==> src/rtl/imem_loader.sv <==
// rtl/imem_loader.sv - length-prefixed byte stream to 32-bit imem write port loader; IMEM_LOADER_CSUM_EN adds trailing XOR checksum byte
module imem_loader #(
    parameter int DEPTH  = 256,
    parameter int ADDR_W = 8
) (
    input  logic              CLK,
    input  logic              RST,
    input  logic              start,
    input  logic [7:0]        byte_in,
    input  logic              byte_valid,
    output logic              byte_ready,
    output logic [31:0]       W_Ins,
    output logic              WE,
    output logic [ADDR_W-1:0] W_Addr,
    output logic              cpu_rst,
    output logic              busy,
    output logic              done,
    output logic              err
);

    typedef enum logic [2:0] {
        IDLE,
        HDR_HI,
        HDR_LO,
        DATA,
`ifdef IMEM_LOADER_CSUM_EN
        CSUM,
`endif
        DONE,
        ERR
    } state_t;

    // State entered once the payload (possibly empty) has been consumed
`ifdef IMEM_LOADER_CSUM_EN
    localparam state_t TAIL = CSUM;
`else
    localparam state_t TAIL = DONE;
`endif

    state_t            state, state_n;
    logic              fire;
    logic [7:0]        hdr_hi;
    logic [15:0]       hdr_n;
    logic [15:0]       n_words;
    logic [1:0]        byte_idx;
    logic [ADDR_W-1:0] word_idx;
    logic [23:0]       shift;
    logic              word_last;
    logic              too_big;
`ifdef IMEM_LOADER_CSUM_EN
    logic [7:0]        csum;
`endif

    assign fire      = byte_valid && byte_ready;
    assign hdr_n     = {hdr_hi, byte_in};
    assign too_big   = ({1'b0, hdr_n} > 17'(DEPTH));
    assign word_last = (16'(word_idx) == (n_words - 16'd1));

    always_ff @(posedge CLK) begin
        if (RST) begin
            state <= IDLE;
        end else begin
            state <= state_n;
        end
    end

    always_comb begin
        state_n    = state;
        byte_ready = 1'b0;
        busy       = 1'b0;
        done       = 1'b0;
        err        = 1'b0;
        cpu_rst    = 1'b1;
        case (state)
            IDLE: begin
                if (start) state_n = HDR_HI;
            end
            HDR_HI: begin
                byte_ready = 1'b1;
                busy       = 1'b1;
                if (byte_valid) state_n = HDR_LO;
            end
            HDR_LO: begin
                byte_ready = 1'b1;
                busy       = 1'b1;
                if (byte_valid) begin
                    if (hdr_n == 16'd0)  state_n = TAIL;
                    else if (too_big)    state_n = ERR;
                    else                 state_n = DATA;
                end
            end
            DATA: begin
                byte_ready = 1'b1;
                busy       = 1'b1;
                if (byte_valid && byte_idx == 2'd3 && word_last) state_n = TAIL;
            end
`ifdef IMEM_LOADER_CSUM_EN
            CSUM: begin
                byte_ready = 1'b1;
                busy       = 1'b1;
                if (byte_valid) state_n = (byte_in == csum) ? DONE : ERR;
            end
`endif
            DONE: begin
                done    = 1'b1;
                cpu_rst = 1'b0;
                if (start) state_n = HDR_HI;
            end
            ERR: begin
                err = 1'b1;
                if (start) state_n = HDR_HI;
            end
            default: state_n = IDLE;
        endcase
    end

    // Bytes shift in MSB-first; the 4th byte completes the word and fires WE next cycle
    always_ff @(posedge CLK) begin
        if (RST) begin
            W_Ins    <= 32'd0;
            WE       <= 1'b0;
            W_Addr   <= '0;
            hdr_hi   <= 8'd0;
            n_words  <= 16'd0;
            byte_idx <= 2'd0;
            word_idx <= '0;
            shift    <= 24'd0;
`ifdef IMEM_LOADER_CSUM_EN
            csum     <= 8'd0;
`endif
        end else begin
            WE <= 1'b0;
            if (fire) begin
                case (state)
                    HDR_HI: hdr_hi <= byte_in;
                    HDR_LO: begin
                        n_words  <= hdr_n;
                        byte_idx <= 2'd0;
                        word_idx <= '0;
`ifdef IMEM_LOADER_CSUM_EN
                        csum     <= 8'd0;
`endif
                    end
                    DATA: begin
                        byte_idx <= byte_idx + 2'd1;
`ifdef IMEM_LOADER_CSUM_EN
                        csum     <= csum ^ byte_in;
`endif
                        if (byte_idx == 2'd3) begin
                            W_Ins    <= {shift, byte_in};
                            W_Addr   <= word_idx;
                            WE       <= 1'b1;
                            word_idx <= word_idx + ADDR_W'(1);
                        end else begin
                            shift <= {shift[15:0], byte_in};
                        end
                    end
                    default: ;
                endcase
            end
        end
    end

endmodule

==> config.mk <==
export PLATFORM = sky130hd
export DESIGN_NAME = imem_loader
export DESIGN_NICKNAME = d
export VERILOG_FILES = /design/src/rtl/imem_loader.sv
export SDC_FILE = /design/constraint.sdc
export NUM_CORES = 1
export LEC_CHECK = 0
export ABC_AREA = 1
export BUFFER_PORTS_ARGS = -buffer_cell sky130_fd_sc_hd__buf_2
export CAP_MARGIN = 20
export CORE_MARGIN = 5
export CORE_UTILIZATION = 55
export DETAILED_ROUTE_END_ITERATION = 7
export HOLD_SLACK_MARGIN = 0.12
export PLACE_DENSITY_LB_ADDON = 0.3
export SLEW_MARGIN = 10
export SYNTH_ARGS = -nofsm -noshare
export SYNTH_HDL_FRONTEND = slang
export SYNTH_SLANG_ARGS = --single-unit
export TNS_END_PERCENT = 20
==> constraint.sdc <==
create_clock -name CLK -period 2.7 [get_ports CLK]
set_input_delay 0.54 -clock CLK [delete_from_list [all_inputs] [get_ports CLK]]
set_output_delay 0.54 -clock CLK [all_outputs]
set_load 0.02 [all_outputs]
==> flow_summary.yaml <==
synthesis:
  avgSynthCellArea_um2: 7.527
  synthMuxAreaShare: 0
  syn_inst: 581
  synth_compound_area_frac: 0.2215
  ys_types: 35
  syn-cell-area_um2: 4373
  synth_top_family_by_area: "compound AO/OA/AOI/OAI gates"
  async_flop_share: 0
  synth_edf_count: 0
  synth_simple_gate_area_frac: 0.1837
  yosysWarnings: 0
  synth_ff_type: "dfxtp_1"
  ys_ff_latch: 102
  syn_nets: 596
  synthAdderAreaFrac: 0.008584
  yosysSeqAreaShare: 0.4670
  synth_xor_area_frac: 0.02003
timing:
  worstMarginPinSlew_ps: 821.8
  layout_min_cycle_time_ps: 1982
  drv_slew: 0
  final-setup-viol-count: 0
  slew_headroom: 0.4501
  clock-skew-final_ps: 12.64
  whs_ps: 461.4
  fin_tns_setup_ps: 0
  rsz0062_at_grt: "no"
  finalCritPeriodShare: 0.7340
  fmax_mhz: 504.6
  finalHoldViolations: 0
critical_path:
  max_stage_delay_ps: 420
  worstSetupStartpointType: "flip-flop"
  worstSetupPathType: "reg2reg"
  arrival_ps: 2260
  endpoint_kind: "flip-flop"
  crit_start: "n_words[0]"
  r2r-start: "n_words[0]"
  critPathTopFamily: "simple AND/OR/NAND/NOR gates"
  crit_path_max_fanout: 5
  crit_path_cell_trace: "inv_1, ha_1, inv_1, nand2_1, nand2_1, nand2_1, nand2_1, nand2_1, nor2_1, nand3_1, nor2_1, nand2_1, nand2_2, nand3_1, nand2_1, inv_1"
  worst-endpoint-required_ps: 2980
  crit_slowest_cell: "dfxtp_1"
  reg2reg_depth: 16
  cp_common_cell: "nand2_1"
  cp.depth: 16
  path_buf_inv: 3
clock_tree:
  clk_pin_slew_ps: 110
  clockRootBuffer: "clkbuf_8"
  clock_path_buffers: 2
  h-tree-depth: 3
  cts.hold.buffers_added: 0
  cts_buffers: 9
  insertion_delay_ps: 380
  postCtsSetupBuffers: 0
  cts_tree: "built"
  clock-sinks: 102
  cts_resized: 0
cells_and_area:
  area_growth_pct: 12.53
  final_cell_area_um2: 4921
  post-route-util: 0.6368
  layout_common_cells: "dfxtp_1, a21oi_1, o21ai_0"
  drive_gt1_frac: 0.1848
  final_common_cell: "dfxtp_1"
  nNetsFinal: 643
  diodes: 0
placement:
  placed_cell_area_um2: 4697
  place.gp.congestion: 0.8487
  portBuffers: 57
  hpwl_um: 7091
hold_path:
  hold_path.class: "reg2reg"
  worstHoldStart: "shift[23]"
  hold_depth: 2
floorplan:
  die_width_um: 99.17
  floorplan.rows: 32
  coreArea_um2: 7727
  dieArea_um2: 9834
  die_y_um: 99.17
  ios: 58
  initial_core_util: 0.5659
global_routing:
  overflow: 0
  track_usage: 0.2069
  grt_pass1_vias: 3653
  grt_antenna_before_repair: 0
  grt_pass1_wl_um: 16770
  grt_max_degree: 51
power:
  switching_share: 0.3832
  comb_power_share: 0.329
  clockPowerShare: 0.252
  switching_power_mw: 1.592
  p_int_mw: 2.563
  p_per_area_nw_per_um2: 844.4
  sequentialPowerShare: 0.419
  ir_drop_mv: 0.5508
  power.leakage_nw: 2.218
route:
  num_vias: 3786
  drc_errors: 0
  via_per_inst: 5.151
  wl_per_cell_um: 13.40
  drt_iter0_drc: 259
  antenna_left: 0
  first_pass_iters: 4
  wirelength_um: 9852
job:
  cap_viol_max_count: 0
run_status:
  outcome: "finished, final reports clean"
## final timing paths
check,slack [ps],end
worst max-delay path,720,state[0]
worst min-delay path,460,shift[23]
worst max register to register,720,state[0]
worst min register to register,460,shift[23]
## synthesized netlist by cell type, types with 2 or more instances
| cell | n | area [µm²] |
|---|---|---|
| xor2_1 | 6 | 52.55 |
| nor3_1 | 7 | 35.03 |
| xnor2_1 | 4 | 35.03 |
| nand3b_1 | 2 | 15.01 |
| ha_1 | 3 | 37.54 |
| buf_4 | 2 | 15.01 |
| dfxtp_1 | 102 | 2042 |
| nand3_1 | 14 | 70.07 |
| inv_2 | 6 | 22.52 |
| clkbuf_1 | 14 | 52.55 |
| nand3_2 | 2 | 20.02 |
| nand2_2 | 7 | 43.79 |
| nor2_2 | 11 | 68.82 |
| buf_1 | 2 | 7.510 |
| nand2_1 | 69 | 259.0 |
| inv_1 | 69 | 259.0 |
| buf_2 | 7 | 35.03 |
| buf_6 | 3 | 33.78 |
| nand4_1 | 2 | 12.51 |
| nor2_4 | 6 | 67.56 |
| o21ai_0 | 91 | 455.4 |
| nor2_1 | 47 | 176.4 |
| a21oi_1 | 93 | 465.5 |
## metal layers
metal	track usage	wire length, µm	vias to the layer above
met5	0	0	-
met4	0.07563	140	0
met3	0.04488	488	11
met2	0.3363	4660	91
met1	0.2710	4563	1704
li1	-	-	1980
## worst register-to-register path, stage by stage (launching register included)
cell and delay (ps):
dfxtp_1 420, inv_1 110, ha_1 290, inv_1 80, nand2_1 60, nand2_1 80
nand2_1 40, nand2_1 50, nand2_1 60, nor2_1 110, nand3_1 70, nor2_1 110
nand2_1 110, nand2_2 100, nand3_1 80, nand2_1 70, inv_1 30
## per-stage QoR
| stage | cells | setup WS, ps | power [mW] |
|---|---|---|---|
| after floorplan | 581 | 1066 | 2.883 |
| after global routing | 735 | 480.1 | 4.472 |
| after CTS | 735 | 735.4 | 4.163 |
| final | 735 | 718.1 | 4.155 |
| after global placement | 719 | 718.6 | 3.088 |
| after detailed placement | 719 | 655.1 | 3.126 |
## kinds of logic (layout without fill, tap and decap cells)
family                   after synthesis  in the layout
XOR/XNOR                              10             10
buffers and inverters                105            157
flip-flops                           102            102
adder cells (fa/ha/maj)                3              3
AND/OR/NAND/NOR                      171            171
AO/OA/AOI/OAI                        190            190
## flip-flops by register name, summed over array words and instances, names as in the netlist
signal    flops
shift        24
state         3
W_Ins        32
n_words      16
hdr_hi        8
byte_idx      2
W_Addr        8
WE            1
word_idx      8
## power by group through the flow
stage	Clock [mW]	Combinational, mW	Sequential [mW]
2_1_floorplan	0	1.14	1.74
3_3_place_gp	0	1.32	1.77
3_5_place_dp	0	1.35	1.77
4_1_cts	1.06	1.37	1.74
5_1_grt	1.14	1.57	1.76
6_report	1.05	1.37	1.74
## layout make-up
cell class / count / area [µm²]
multi-input combinational: 374 / 1897
sequential: 102 / 2042
tap: 102 / 127.6
fill: 688 / 2806
clock inverter: 7 / 100.1
timing repair buffer: 65 / 345.3
clock buffer: 9 / 123.9
inverter: 76 / 285.3
No activity file was read; power rests on OpenSTA's default activity.
